$ cat src/rtl/adc_scan_scheduler.sv
// rtl/adc_scan_scheduler.sv - periodic multi-channel ADC scan sequencer feeding a circular sample buffer
// Register slot on the CPU bus, conversion request/ack port towards the ADC, half-buffer interrupt.
module adc_scan_scheduler #(
  parameter int CH_BITS = 3,
  parameter int DATA_W  = 10,
  parameter int BUF_AW  = 10
) (
  input  logic                clk,
  input  logic                reset,
  input  logic                cs,
  input  logic                we,
  input  logic [2:0]          addr,
  input  logic [7:0]          wrBus,
  output logic [7:0]          rdBus,
  output logic                conv_req,
  output logic [CH_BITS-1:0]  conv_ch,
  input  logic                conv_ack,
  input  logic [DATA_W-1:0]   conv_data,
  output logic                buf_we,
  output logic [BUF_AW-1:0]   buf_addr,
  output logic [15:0]         buf_data,
  output logic                irq
);

  localparam int NCH = 1 << CH_BITS;

  typedef enum logic [1:0] {IDLE, SCAN, REQ, STORE} state_e;

  state_e              state_q, state_d;
  logic                en_q, en_d;
  logic                en_prev_q;
  logic                oneshot_q, oneshot_d;
  logic                ie_q, ie_d;
  logic [NCH-1:0]      chmask_q, chmask_d;
  logic [15:0]         period_q, period_d;
  logic [15:0]         timer_q, timer_d;
  logic [NCH-1:0]      pending_q, pending_d;
  logic [CH_BITS-1:0]  ch_q, ch_d;
  logic [DATA_W-1:0]   data_q, data_d;
  logic [BUF_AW-1:0]   wptr_q, wptr_d;
  logic                irq_pend_q, irq_pend_d;
  logic                overrun_q, overrun_d;

  logic                tick;
  logic                busy;
  logic                load_pending;
  logic                pick;
  logic                capture;
  logic                scan_done;
  logic                store;
  logic                wr_ctrl, wr_chmask, wr_per_lo, wr_per_hi;
  logic                clr;
  logic [CH_BITS-1:0]  low_idx;
  logic [15:0]         wptr_ext;
  logic [15:0]         bd;

  always_comb begin
    wr_ctrl   = cs && we && (addr == 3'd0);
    wr_chmask = cs && we && (addr == 3'd1);
    wr_per_lo = cs && we && (addr == 3'd2);
    wr_per_hi = cs && we && (addr == 3'd3);
    clr       = wr_ctrl && wrBus[7];
  end

  // Reload on the EN rising edge, so the first tick arrives PERIOD+1 cycles after enabling.
  always_comb begin
    timer_d = timer_q;
    tick    = 1'b0;
    if (en_q) begin
      if (!en_prev_q) begin
        timer_d = period_q;
      end else if (timer_q == 16'd0) begin
        tick    = 1'b1;
        timer_d = period_q;
      end else begin
        timer_d = timer_q - 16'd1;
      end
    end
  end

  always_ff @(posedge clk or posedge reset) begin
    if (reset) begin
      state_q <= IDLE;
    end else begin
      state_q <= state_d;
    end
  end

  always_comb begin
    state_d = state_q;
    case (state_q)
      IDLE:    if (tick) state_d = SCAN;
      SCAN:    state_d = (pending_q == '0) ? IDLE : REQ;
      REQ:     if (conv_ack) state_d = STORE;
      STORE:   state_d = en_q ? SCAN : IDLE;
      default: state_d = IDLE;
    endcase
  end

  always_comb begin
    conv_req     = (state_q == REQ);
    store        = (state_q == STORE);
    busy         = (state_q != IDLE);
    load_pending = (state_q == IDLE) && tick;
    pick         = (state_q == SCAN) && (pending_q != '0);
    scan_done    = (state_q == SCAN) && (pending_q == '0);
    capture      = (state_q == REQ) && conv_ack;
  end

  always_comb begin
    low_idx = '0;
    for (int i = NCH - 1; i >= 0; i--) begin
      if (pending_q[i]) low_idx = CH_BITS'(i);
    end
  end

  always_comb begin
    en_d       = en_q;
    oneshot_d  = oneshot_q;
    ie_d       = ie_q;
    chmask_d   = chmask_q;
    period_d   = period_q;
    pending_d  = pending_q;
    ch_d       = ch_q;
    data_d     = data_q;
    wptr_d     = wptr_q;
    irq_pend_d = irq_pend_q;
    overrun_d  = overrun_q;

    if (load_pending) pending_d = chmask_q;
    if (pick) begin
      ch_d      = low_idx;
      pending_d = pending_q & (pending_q - NCH'(1));
    end
    if (capture) data_d = conv_data;
    if (scan_done && oneshot_q) en_d = 1'b0;
    if (tick && busy) overrun_d = 1'b1;
    if (store) begin
      wptr_d = wptr_q + BUF_AW'(1);
      if (&wptr_q[BUF_AW-2:0]) irq_pend_d = 1'b1;
    end

    // CPU writes land last so CLR beats a coincident store or overrun.
    if (wr_ctrl) begin
      en_d      = wrBus[0];
      oneshot_d = wrBus[1];
      ie_d      = wrBus[2];
    end
    if (wr_chmask) chmask_d = wrBus[NCH-1:0];
    if (wr_per_lo) period_d[7:0] = wrBus;
    if (wr_per_hi) period_d[15:8] = wrBus;
    if (clr) begin
      wptr_d     = '0;
      irq_pend_d = 1'b0;
      overrun_d  = 1'b0;
    end
  end

  always_ff @(posedge clk or posedge reset) begin
    if (reset) begin
      en_q       <= 1'b0;
      en_prev_q  <= 1'b0;
      oneshot_q  <= 1'b0;
      ie_q       <= 1'b0;
      chmask_q   <= '0;
      period_q   <= '0;
      timer_q    <= '0;
      pending_q  <= '0;
      ch_q       <= '0;
      data_q     <= '0;
      wptr_q     <= '0;
      irq_pend_q <= 1'b0;
      overrun_q  <= 1'b0;
    end else begin
      en_q       <= en_d;
      en_prev_q  <= en_q;
      oneshot_q  <= oneshot_d;
      ie_q       <= ie_d;
      chmask_q   <= chmask_d;
      period_q   <= period_d;
      timer_q    <= timer_d;
      pending_q  <= pending_d;
      ch_q       <= ch_d;
      data_q     <= data_d;
      wptr_q     <= wptr_d;
      irq_pend_q <= irq_pend_d;
      overrun_q  <= overrun_d;
    end
  end

  always_comb begin
    wptr_ext = 16'(wptr_q);
    case (addr)
      3'd0:    rdBus = {5'b0, ie_q, oneshot_q, en_q};
      3'd1:    rdBus = 8'(chmask_q);
      3'd2:    rdBus = period_q[7:0];
      3'd3:    rdBus = period_q[15:8];
      3'd4:    rdBus = {5'b0, overrun_q, irq_pend_q, busy};
      3'd5:    rdBus = wptr_ext[7:0];
      3'd6:    rdBus = wptr_ext[15:8];
      default: rdBus = 8'h00;
    endcase
  end

  always_comb begin
    bd                = '0;
    bd[DATA_W-1:0]    = data_q;
    bd[15 -: CH_BITS] = ch_q;
  end

  assign conv_ch  = ch_q;
  assign buf_we   = store;
  assign buf_addr = wptr_q;
  assign buf_data = bd;
  assign irq      = irq_pend_q & ie_q;

endmodule

$ cat config.mk
export PLATFORM = sky130hd
export DESIGN_NAME = adc_scan_scheduler
export DESIGN_NICKNAME = d
export VERILOG_FILES = /design/src/rtl/adc_scan_scheduler.sv
export SDC_FILE = /design/constraint.sdc
export NUM_CORES = 1
export LEC_CHECK = 0
export CORE_ASPECT_RATIO = 0.6
export CORE_MARGIN = 2
export CORE_UTILIZATION = 54
export DETAILED_ROUTE_END_ITERATION = 8
export PLACE_DENSITY_LB_ADDON = 0.25
export SLEW_MARGIN = 20
export SYNTH_ARGS = -nofsm -noshare
export SYNTH_HDL_FRONTEND = slang
export SYNTH_SLANG_ARGS = --single-unit
export TNS_END_PERCENT = 1
$ cat constraint.sdc
create_clock -name clk -period 2.75 [get_ports clk]
set_input_delay 0.4125 -clock clk [delete_from_list [all_inputs] [get_ports clk]]
set_output_delay 0.4125 -clock clk [all_outputs]
set_load 0.005 [all_outputs]
==> impl_metrics.csv <==
group,metric,value,unit
detailed_routing,drc_errors,0,
floorplan,die_width,116.0,um
global_route,grt_usage,29.61,%
clock_network,cts_setup_buffers,0,
clock_network,clock_sinks,79,
placement,dp_cells,562,
clock_network,clk_pin_slew,60,ps
floorplan,row_count,24,
power_and_ir_drop,total_power,4.473,mW
worst_setup_path,start_kind,"input pin",
clock_network,clk-insertion-delay-late,340,ps
clock_network,cts_tree,"built",
floorplan,start_util,55.89,%
floorplan,coreArea,7267,sq um
final_layout,nets,499,
floorplan,die-area,8253,sq um
yosys,synth_edf_count,0,
final_layout,area_delta_synth_final,27.17,%
placement,place_ws,-17.33,ps
clock_network,h-tree-depth,3,
sta,relSlewSlack,55.29,%
power_and_ir_drop,p_leak,2.137,nW
global_route,grt_max_degree,35,
status,outcome,"complete, no violations",
detailed_routing,drtPass1Iterations,5,
clock_network,cts_buffers,9,
yosys,synthArstFlopShare,100.0,%
sta,worst_slack,20.13,ps
yosys,yosysWarnings,0,
worst_setup_path,reg2reg_depth,7,
clock_network,ctsResizeCount,2,
detailed_routing,dr.first_iter.drc_count,430,
clock_network,cts-root-buf,"clkbuf_16",
sta,period_share,99.27,%
yosys,netlist_area,4061,sq um
power_and_ir_drop,ir_drop,0.0005905,V
clock_network,ctsHoldBuffers,0,
yosys,avgSynthCellArea,10.13,sq um
sta,tns,0,ps
sta,slew_violations,0,
sta,finalCriticalPeriod,2730,ps
worst_setup_path,crit_start,"addr[0]",
detailed_routing,ant_nets,0,
sta,tightest_slew,664.5,ps
yosys,yosysSeqAreaShare,48.68,%
worst_setup_path,required,2340,ps
placement,gp_congestion,0.8989,
detailed_routing,drt_wl_total,11350,um
floorplan,die_h,71.18,um
worst_setup_path,end_kind,"output pin",
final_layout,fin_cells,578,
sta,timing.fmax,366.3,MHz
worst_setup_path,critical_path_class,"in -> out",
power_and_ir_drop,power_density,866.1,nW/um^2
global_route,grt_pass1_vias,3334,
yosys,ys.flop_type,"dfrtp_1",
final_layout,n_antenna_cell,0,
clock_network,cts_buffer_depth,2,
yosys,synth_seq_cells,79,
global_route,grt_antenna_before_repair,0,
placement,numPortBuffers,62,
detailed_routing,vias,3564,
detailed_routing,wire_per_inst,19.63,um
placement,dp_hpwl,8322,um
worst_setup_path,crit_arrival,2320,ps
yosys,synthesis.instances,401,
worst_setup_path,cp_max_fo,5,
sta,hold_viol,0,
global_route,grt_overflow_total,0,
global_route,grt_pass1_wl,18110,um
yosys,yosysUniqueCellTypes,51,
floorplan,pin_count,66,
final_layout,fillers,534,
sta,skew,7.381,ps
worst_hold_path,min_path_type,"in -> async",
sta,rsz0062_at_grt,"yes",
detailed_routing,viasPerCell,6.166,
job,drv_cap,0,
final_layout,drive_above_1_share,16.88,%
final_layout,fin_util,71.07,%
worst_setup_path,reg2reg_from,"timer_q[0]$_DFFE_PP0P_",
sta,setup_violations,0,
[final timing paths]
path,end,slack (ps)
min,ie_q$_DFFE_PP0N_,420
max reg2reg,timer_q[8]$_DFFE_PP0P_,350
max in group asynchronous,period_q[14]$_DFFE_PP0P_,1600
min reg2reg,conv_ch[0]$_DFFE_PP0P_,500
min in group clk,conv_ch[0]$_DFFE_PP0P_,500
max,rdBus[4],20
[cells in the final DEF (no fill, tap or decap), drive strengths merged, types with 9 or more instances in the layout]
master         synthesis  final
o22ai                  9      9
a22oi                 10     10
nor2                  25     25
buf                   11     16
a21oi                 30     30
mux2                  36     36
o21ai                 26     26
nand3                 17     17
dfrtp                 79     79
clkdlybuf4s50          0     60
clkbuf                12     10
nor3                   9      9
nand2                 41     41
inv                   14     14
[layout make-up]
type | count | area, sq um | share of cell area, %
clock inverter | 6 | 85.08 | 1.647
clock buffer | 10 | 229.0 | 4.433
inverter | 16 | 60.06 | 1.163
sequential | 79 | 1977 | 38.28
multi-input combinational | 285 | 1909 | 36.97
tap | 104 | 130.1 | 2.519
timing repair buffer | 78 | 774.5 | 15.00
[cells by family (layout without fill, tap and decap cells)]
family | after synthesis | count (layout) | synth area share, %
flops | 79 | 79 | 48.68
other cells | 1 | 3 | 0.09233
simple gates | 125 | 125 | 15.99
mux | 45 | 45 | 12.51
xor+xnor | 7 | 7 | 1.510
compound gates | 101 | 101 | 15.37
fa+ha+maj | 4 | 4 | 1.232
buf+inv | 39 | 110 | 4.621
[metrics by stage]
step	instance area, sq um	hold WS (ps)
2_1_floorplan	4069	413.7
3_3_place_gp	4837	487.3
3_5_place_dp	4837	492.0
4_1_cts	5156	440.9
5_1_grt	5165	459.5
6_report	5165	424.5
[routing by layer]
layer | vias to the layer above | share of wire, % | GRT usage [%]
li1 | 1582 | - | -
met1 | 1783 | 45 | 45.49
met2 | 179 | 43 | 40.68
met3 | 20 | 9.5 | 8.312
met4 | 0 | 1.7 | 9.127
met5 | - | 0 | 0
[flip-flops by register name (all words and copies together) (netlist names), named ones only]
name        count
period_q       16
timer_q        16
buf_addr       10
data_q         10
chmask_q        8
pending_q       8
conv_ch         3
en_prev_q       1
en_q            1
ie_q            1
irq_pend_q      1
oneshot_q       1
overrun_q       1
state_q         1
[critical path: stages]
cell and delay, ps:
clkdlybuf4s50_1 580, inv_1 130, nor2_2 250, a22oi_1 140, o22ai_1 240, clkdlybuf4s50_1 570
[Yosys cell counts (all sizes together), types with 2 or more instances]
cell / number / area share [%]
a21oi: 30 / 3.8
a221oi: 2 / 0.43
a22oi: 10 / 1.8
a2bb2oi: 4 / 0.86
a31oi: 2 / 0.31
and2: 3 / 0.52
buf: 11 / 2.0
clkbuf: 12 / 1.1
clkinv: 2 / 0.18
dfrtp: 79 / 49
ha: 4 / 1.2
inv: 14 / 1.3
mux2: 36 / 10
mux2i: 8 / 2.0
nand2: 41 / 3.8
nand3: 17 / 2.1
nand4: 8 / 1.6
nor2: 25 / 2.3
nor2b: 5 / 0.77
nor3: 9 / 1.1
nor3b: 3 / 0.80
nor4: 6 / 1.6
o211ai: 4 / 0.74
o21ai: 26 / 3.2
o21bai: 2 / 0.37
o22ai: 9 / 1.4
o311ai: 2 / 0.43
o31ai: 4 / 0.74
or3: 4 / 0.62
or4: 2 / 0.37
xnor2: 4 / 0.86
xor2: 3 / 0.65
[where the power goes]
group | leakage (nW) | switching [mW] | internal, mW
clock | 0.148 | 0.485 | 0.792
sequential | 0.989 | 0.411 | 1.49
combinational | 1.00 | 0.607 | 0.687
No activity file was read; power rests on OpenSTA's default activity.
